<file path="src/rtl/load_store_unit_if.sv">
// Data-memory bus between the load/store unit (master) and the data memory (slave).
// Valid/ready handshake with byte-lane write strobes.
interface load_store_unit_if #(
    parameter int ADDR_W = 32
);
    logic              mem_valid;
    logic              mem_ready;
    logic [ADDR_W-1:0] mem_addr;
    logic [31:0]       mem_wdata;
    logic [3:0]        mem_wstrb;
    logic [31:0]       mem_rdata;

    modport master (
        output mem_valid, mem_addr, mem_wdata, mem_wstrb,
        input  mem_ready, mem_rdata
    );

    modport slave (
        input  mem_valid, mem_addr, mem_wdata, mem_wstrb,
        output mem_ready, mem_rdata
    );
endinterface

</file>
<file path="src/rtl/load_store_unit.sv">
// Load/store unit: byte/half/word accesses with extension, strobes and fault detection,
// talking to memory over a valid/ready bus. Define LSU_TIMEOUT_EN to add a bus wait timeout.
module load_store_unit #(
    parameter int ADDR_W         = 32,
    parameter int TIMEOUT_CYCLES = 255
) (
    input  logic        clk,
    input  logic        rst,
    input  logic        req_valid,
    output logic        req_ready,
    input  logic        req_load,
    input  logic        req_store,
    input  logic [2:0]  funct3,
    input  logic [31:0] base,
    input  logic [31:0] offset,
    input  logic [31:0] wdata_in,
    output logic        rsp_valid,
    output logic [31:0] rsp_data,
    output logic        rsp_fault,
    output logic [2:0]  rsp_cause,
    output logic        busy,
    load_store_unit_if.master bus
);
    typedef enum logic [1:0] {IDLE, BUS, RESP} state_t;

    state_t            state_q, state_d;
    logic [1:0]        lane_q, lane_d;
    logic [2:0]        funct3_q, funct3_d;
    logic              store_q, store_d;
    logic              rsp_valid_q, rsp_valid_d;
    logic [31:0]       rsp_data_q, rsp_data_d;
    logic              rsp_fault_q, rsp_fault_d;
    logic [2:0]        rsp_cause_q, rsp_cause_d;
    logic              mem_valid_q, mem_valid_d;
    logic [ADDR_W-1:0] mem_addr_q, mem_addr_d;
    logic [31:0]       mem_wdata_q, mem_wdata_d;
    logic [3:0]        mem_wstrb_q, mem_wstrb_d;

`ifdef LSU_TIMEOUT_EN
    localparam int TMO_W = $clog2(TIMEOUT_CYCLES + 1);
    logic [TMO_W-1:0]  tmo_q, tmo_d;
`endif

    logic [31:0] addr;
    logic        accept, illegal, misaligned;
    logic [3:0]  st_strb;
    logic [31:0] st_data, rd_shift, ld_data;

    assign addr   = base + offset;
    assign accept = req_valid && (req_load || req_store);

    always_comb begin
        illegal = (req_load && req_store)
               || (req_load  && (funct3 == 3'd3 || funct3 == 3'd6 || funct3 == 3'd7))
               || (req_store && (funct3 >= 3'd3));
        misaligned = ((funct3[1:0] == 2'd1) && addr[0])
                  || ((funct3[1:0] == 2'd2) && (addr[1:0] != 2'b00));
        case (funct3[1:0])
            2'd0:    begin st_strb = 4'b0001 << addr[1:0]; st_data = {4{wdata_in[7:0]}};  end
            2'd1:    begin st_strb = 4'b0011 << addr[1:0]; st_data = {2{wdata_in[15:0]}}; end
            default: begin st_strb = 4'b1111;              st_data = wdata_in;            end
        endcase
    end

    // Shifting by the byte lane also aligns halfwords, since a legal halfword has lane[0]=0.
    assign rd_shift = bus.mem_rdata >> {lane_q, 3'b000};

    always_comb begin
        case (funct3_q)
            3'd0:    ld_data = {{24{rd_shift[7]}},  rd_shift[7:0]};
            3'd1:    ld_data = {{16{rd_shift[15]}}, rd_shift[15:0]};
            3'd4:    ld_data = {24'b0, rd_shift[7:0]};
            3'd5:    ld_data = {16'b0, rd_shift[15:0]};
            default: ld_data = bus.mem_rdata;
        endcase
    end

    always_comb begin
        state_d     = state_q;
        lane_d      = lane_q;
        funct3_d    = funct3_q;
        store_d     = store_q;
        rsp_valid_d = 1'b0;
        rsp_data_d  = rsp_data_q;
        rsp_fault_d = rsp_fault_q;
        rsp_cause_d = rsp_cause_q;
        mem_valid_d = mem_valid_q;
        mem_addr_d  = mem_addr_q;
        mem_wdata_d = mem_wdata_q;
        mem_wstrb_d = mem_wstrb_q;
`ifdef LSU_TIMEOUT_EN
        tmo_d       = tmo_q;
`endif
        case (state_q)
            IDLE: if (accept) begin
                lane_d   = addr[1:0];
                funct3_d = funct3;
                store_d  = req_store;
                if (illegal || misaligned) begin
                    state_d     = RESP;
                    rsp_valid_d = 1'b1;
                    rsp_fault_d = 1'b1;
                    rsp_data_d  = 32'd0;
                    rsp_cause_d = illegal ? 3'd3 : (req_load ? 3'd1 : 3'd2);
                end else begin
                    state_d     = BUS;
                    mem_valid_d = 1'b1;
                    mem_addr_d  = {addr[ADDR_W-1:2], 2'b00};
                    mem_wdata_d = st_data;
                    mem_wstrb_d = req_store ? st_strb : 4'b0000;
`ifdef LSU_TIMEOUT_EN
                    tmo_d       = '0;
`endif
                end
            end
            BUS: begin
                if (bus.mem_ready) begin
                    state_d     = RESP;
                    mem_valid_d = 1'b0;
                    rsp_valid_d = 1'b1;
                    rsp_fault_d = 1'b0;
                    rsp_cause_d = 3'd0;
                    rsp_data_d  = store_q ? 32'd0 : ld_data;
                end
`ifdef LSU_TIMEOUT_EN
                // This is the TIMEOUT_CYCLES-th cycle without ready: give up.
                else if (tmo_q == TMO_W'(TIMEOUT_CYCLES - 1)) begin
                    state_d     = RESP;
                    mem_valid_d = 1'b0;
                    rsp_valid_d = 1'b1;
                    rsp_fault_d = 1'b1;
                    rsp_cause_d = 3'd4;
                    rsp_data_d  = 32'd0;
                end else begin
                    tmo_d = tmo_q + 1'b1;
                end
`endif
            end
            default: state_d = IDLE;
        endcase
    end

    always_ff @(posedge clk) begin
        if (rst) begin
            state_q     <= IDLE;
            lane_q      <= 2'd0;
            funct3_q    <= 3'd0;
            store_q     <= 1'b0;
            rsp_valid_q <= 1'b0;
            rsp_data_q  <= 32'd0;
            rsp_fault_q <= 1'b0;
            rsp_cause_q <= 3'd0;
            mem_valid_q <= 1'b0;
            mem_addr_q  <= '0;
            mem_wdata_q <= 32'd0;
            mem_wstrb_q <= 4'd0;
`ifdef LSU_TIMEOUT_EN
            tmo_q       <= '0;
`endif
        end else begin
            state_q     <= state_d;
            lane_q      <= lane_d;
            funct3_q    <= funct3_d;
            store_q     <= store_d;
            rsp_valid_q <= rsp_valid_d;
            rsp_data_q  <= rsp_data_d;
            rsp_fault_q <= rsp_fault_d;
            rsp_cause_q <= rsp_cause_d;
            mem_valid_q <= mem_valid_d;
            mem_addr_q  <= mem_addr_d;
            mem_wdata_q <= mem_wdata_d;
            mem_wstrb_q <= mem_wstrb_d;
`ifdef LSU_TIMEOUT_EN
            tmo_q       <= tmo_d;
`endif
        end
    end

    assign req_ready     = (state_q == IDLE);
    assign busy          = !req_ready;
    assign rsp_valid     = rsp_valid_q;
    assign rsp_data      = rsp_data_q;
    assign rsp_fault     = rsp_fault_q;
    assign rsp_cause     = rsp_cause_q;
    assign bus.mem_valid = mem_valid_q;
    assign bus.mem_addr  = mem_addr_q;
    assign bus.mem_wdata = mem_wdata_q;
    assign bus.mem_wstrb = mem_wstrb_q;
endmodule

</file>
<file path="src/flat_wrapper.sv">
// flat-port wrapper written by rule: the top's interface ports become plain ports
module load_store_unit_flat 
#(
    parameter int ADDR_W         = 32,
    parameter int TIMEOUT_CYCLES = 255
)
  (clk, rst, req_valid, req_ready, req_load, req_store, funct3, base, offset, wdata_in, rsp_valid, rsp_data, rsp_fault, rsp_cause, busy, bus_mem_valid, bus_mem_addr, bus_mem_wdata, bus_mem_wstrb, bus_mem_ready, bus_mem_rdata);
  load_store_unit_if #(.ADDR_W(ADDR_W)) bus_i ();
  input  logic clk;
  input  logic rst;
  input  logic req_valid;
  output logic req_ready;
  input  logic req_load;
  input  logic req_store;
  input  logic [2:0] funct3;
  input  logic [31:0] base;
  input  logic [31:0] offset;
  input  logic [31:0] wdata_in;
  output logic rsp_valid;
  output logic [31:0] rsp_data;
  output logic rsp_fault;
  output logic [2:0] rsp_cause;
  output logic busy;
  output wire logic [$bits(bus_i.mem_valid)-1:0] bus_mem_valid;
  output wire logic [$bits(bus_i.mem_addr)-1:0] bus_mem_addr;
  output wire logic [$bits(bus_i.mem_wdata)-1:0] bus_mem_wdata;
  output wire logic [$bits(bus_i.mem_wstrb)-1:0] bus_mem_wstrb;
  input wire logic [$bits(bus_i.mem_ready)-1:0] bus_mem_ready;
  input wire logic [$bits(bus_i.mem_rdata)-1:0] bus_mem_rdata;
  assign bus_mem_valid = bus_i.mem_valid;
  assign bus_mem_addr = bus_i.mem_addr;
  assign bus_mem_wdata = bus_i.mem_wdata;
  assign bus_mem_wstrb = bus_i.mem_wstrb;
  assign bus_i.mem_ready = bus_mem_ready;
  assign bus_i.mem_rdata = bus_mem_rdata;
  load_store_unit #(.ADDR_W(ADDR_W), .TIMEOUT_CYCLES(TIMEOUT_CYCLES)) u_core (.clk(clk), .rst(rst), .req_valid(req_valid), .req_ready(req_ready), .req_load(req_load), .req_store(req_store), .funct3(funct3), .base(base), .offset(offset), .wdata_in(wdata_in), .rsp_valid(rsp_valid), .rsp_data(rsp_data), .rsp_fault(rsp_fault), .rsp_cause(rsp_cause), .busy(busy), .bus(bus_i));
endmodule
</file>
<file path="config.mk">
export PLATFORM = sky130hd
export DESIGN_NAME = load_store_unit_flat
export DESIGN_NICKNAME = d
export VERILOG_FILES = /design/src/rtl/load_store_unit_if.sv /design/src/rtl/load_store_unit.sv /design/src/flat_wrapper.sv
export SDC_FILE = /design/constraint.sdc
export NUM_CORES = 1
export LEC_CHECK = 0
export BUFFER_PORTS_ARGS = -buffer_cell sky130_fd_sc_hd__clkbuf_2
export CORE_ASPECT_RATIO = 0.75
export CORE_MARGIN = 3
export CORE_UTILIZATION = 45
export DETAILED_ROUTE_END_ITERATION = 10
export PLACE_DENSITY_LB_ADDON = 0.08
export SLEW_MARGIN = 20
export SYNTH_ARGS = -nofsm -noshare
export SYNTH_HDL_FRONTEND = slang
export SYNTH_SLANG_ARGS = --single-unit
</file>
<file path="constraint.sdc">
create_clock -name clk -period 3.2 [get_ports clk]
set_clock_uncertainty 0.05 [all_clocks]
set_input_delay 0.8 -clock clk [delete_from_list [all_inputs] [get_ports clk]]
set_output_delay 0.8 -clock clk [all_outputs]
set_load 0.01 [all_outputs]
</file>
==> qor.yml <==
outcome: "finished, final reports clean"
dp_hpwl_um: 15500
postCtsHoldBufs: 0
cts_tree: "done"
final.period_utilization: 0.950
numPortBuffers: 241
place_area_mm2: 0.00805
synth_seq_cells: 111
clock_tree.root_cell: "clkbuf_16"
die_y_um: 110
cts_setup_buffers: 0
clkTransAtPathRegs_ps: 80
synth_area_mm2: 0.00648
hp-start: "u_core.rsp_data[0]$_SDFFE_PP0P_"
core_area_mm2: 0.0139
num-nets-final: 1252
r2r_end: "u_core.rsp_data[17]$_SDFFE_PP0P_"
diodes: 0
place_congestion: 0.914
drtIter0Drc: 516
die_w_um: 145
cts_buffers: 9
final-max-slew-violation-count: 0
hold_path_depth: 2
r2r_slack_ps: 710
final_cell_mix: "240 x clkbuf_2, 145 x nand2_1, 111 x dfxtp_1"
setup_viol: 0
hold_end: "u_core.rsp_data[0]$_SDFFE_PP0P_"
vias: 6888
synthTopCellsByArea: "dfxtp_1 34%, nand2_1 8.4%, a21oi_1 7.4%"
post-place-ws_ps: -289
power.leakage_uw: 0.00382
fin_hold_ws_ps: 386
final_util: 0.601
power_density_mw_per_mm2: 433
synth-seq-area-share: 0.343
syn2layout_area_growth_pct: 28.9
synth_top_area_cell: "dfxtp_1"
r2r_start: "u_core.lane_q[1]$_SDFFE_PP0P_"
yosysWarnings: 0
layout-drive-gt1-share: 0.297
avgSynthCellArea_um2: 7.68
synth_flop_cell: "dfxtp_1"
grt_overflow: 0
path_max_fanout: 16
row_count: 37
ys_types: 59
rsz0062_at_grt: "false"
stdcell_area_mm2: 0.00835
required_ps: 3420
vias_per_cell: 5.45
grt_pass1_wl_um: 30400
cts_resized: 0
start_util: 0.467
wire_per_inst_um: 15.6
insertion_delay_ps: 350
cts.path.max_buffers: 2
grtUsageTotal: 0.237
die-area_mm2: 0.0159
firstDrtPassIters: 5
fmax_ghz: 0.329
setup_slack_ps: 160
relSlewSlack: 0.564
netlist.area_leader.share: 0.343
async_reset_ff_frac: 0
antenna_found_initial: 0
worstMarginPinSlew_ps: 652
min_period_ps: 3040
finalHoldViolCount: 0
cap_violations: 0
cp-start-kind: "input pin"
routed_wl_um: 19700
reg2reg_depth: 9
grt_max_degree: 44
peakVddDrop_mv: 0.238
drc: 0
fin_setup_tns_ps: 0
min_path_type: "flip-flop to flip-flop"
critical_path_class: "input pin to flip-flop"
ant_nets: 0
synthCells: 844
cts.sinks: 111
grt_pass1_vias: 6131
h-tree-depth: 3
ioPinCount: 245
synth-edff-count: 0
endpoint_kind: "flip-flop"
arrival_ps: 3260
layout_commonest_cell: "clkbuf_2"
[logic make-up after synthesis]
| kind of cell | after synthesis | synth area share |
|---|---|---|
| and+or+nand+nor | 294 | 0.194 |
| AOI/OAI and AO/OA | 277 | 0.268 |
| DFF | 111 | 0.343 |
| buffers and inverters | 70 | 0.0444 |
| muxes | 36 | 0.0560 |
| adders and majority gates | 32 | 0.0629 |
| xor gates and xnor gates | 23 | 0.0311 |
| other | 1 | 0.000579 |
[sequential cells by signal, indices dropped and copies added, names as in the netlist]
signal                flops
u_core.rsp_data          32
u_core.rsp_cause          2
u_core.bus.mem_valid      1
u_core.state_q            2
u_core.store_q            1
u_core.funct3_q           3
u_core.bus.mem_addr      30
u_core.bus.mem_wstrb      4
u_core.bus.mem_wdata     32
u_core.rsp_fault          1
u_core.lane_q             2
u_core.rsp_valid          1
[synthesized netlist by cell type (all sizes together) (4+ instances only)]
library cell,count
mux2i,34
a22oi,11
a211oi,19
o221ai,7
o211ai,9
nor3,13
a21oi,97
xnor2,17
buf,11
clkbuf,52
xor2,6
a221o,4
and3,9
a311oi,9
nor2b,7
ha,31
nor2,82
nand3,13
a21o,22
inv,7
and2,8
o21a,5
dfxtp,111
nand2,145
o21ai,60
a31oi,10
[report_power, final]
part	total [uW]	internal [uW]	switching (uW)	leakage, uW
clock network	1130	570	557	0.000146
logic	992	430	562	0.00278
registers	1490	1450	43.3	0.000901
total	3610	2450	1160	0.00382
[routing by layer]
metal	wire length, um	part of all wire	vias up	global-route usage
met5	0	0	-	0
met4	208	0.011	0	0.0486
met3	1530	0.078	13	0.0639
met2	8410	0.43	244	0.355
met1	9530	0.48	3134	0.344
li1	-	-	3497	-
[critical path, stage by stage]
cell and delay, ps:
clkbuf_2 90, ha_2 180, fa_2 480, a21oi_1 130, o21ai_0 90, a221o_1 330
or3_2 440, buf_4 210, or3_1 350, a31oi_1 150
[stage by stage]
stage          total power [uW]  std cells
6_report                   3610       1263
5_1_grt                    3810       1263
4_1_cts                    3630       1263
3_5_place_dp               2510       1247
3_3_place_gp               2510       1247
2_1_floorplan              2130        846
[final cells by class]
| class | instances | area (um2) |
|---|---|---|
| multi-input combinational | 665 | 4000 |
| inverter | 7 | 26.3 |
| sequential | 111 | 2220 |
| tap | 175 | 219 |
| clock buffer | 10 | 239 |
| fill | 1324 | 5540 |
| timing repair buffer | 289 | 1580 |
| clock inverter | 6 | 60.1 |
[worst max path at each step]
stage,start,endpoint
2_1_floorplan,offset[0],u_core.bus.mem_addr[29]$_SDFFE_PP0P_
3_3_place_gp,base[0],u_core.bus.mem_addr[30]$_SDFFE_PP0P_
3_5_place_dp,base[0],u_core.bus.mem_addr[30]$_SDFFE_PP0P_
4_1_cts,base[0],u_core.bus.mem_addr[30]$_SDFFE_PP0P_
5_1_grt,base[0],u_core.bus.mem_addr[30]$_SDFFE_PP0P_
6_report,base[0],u_core.bus.mem_addr[18]$_SDFFE_PP0P_
Power figures use the tool's default switching activity.
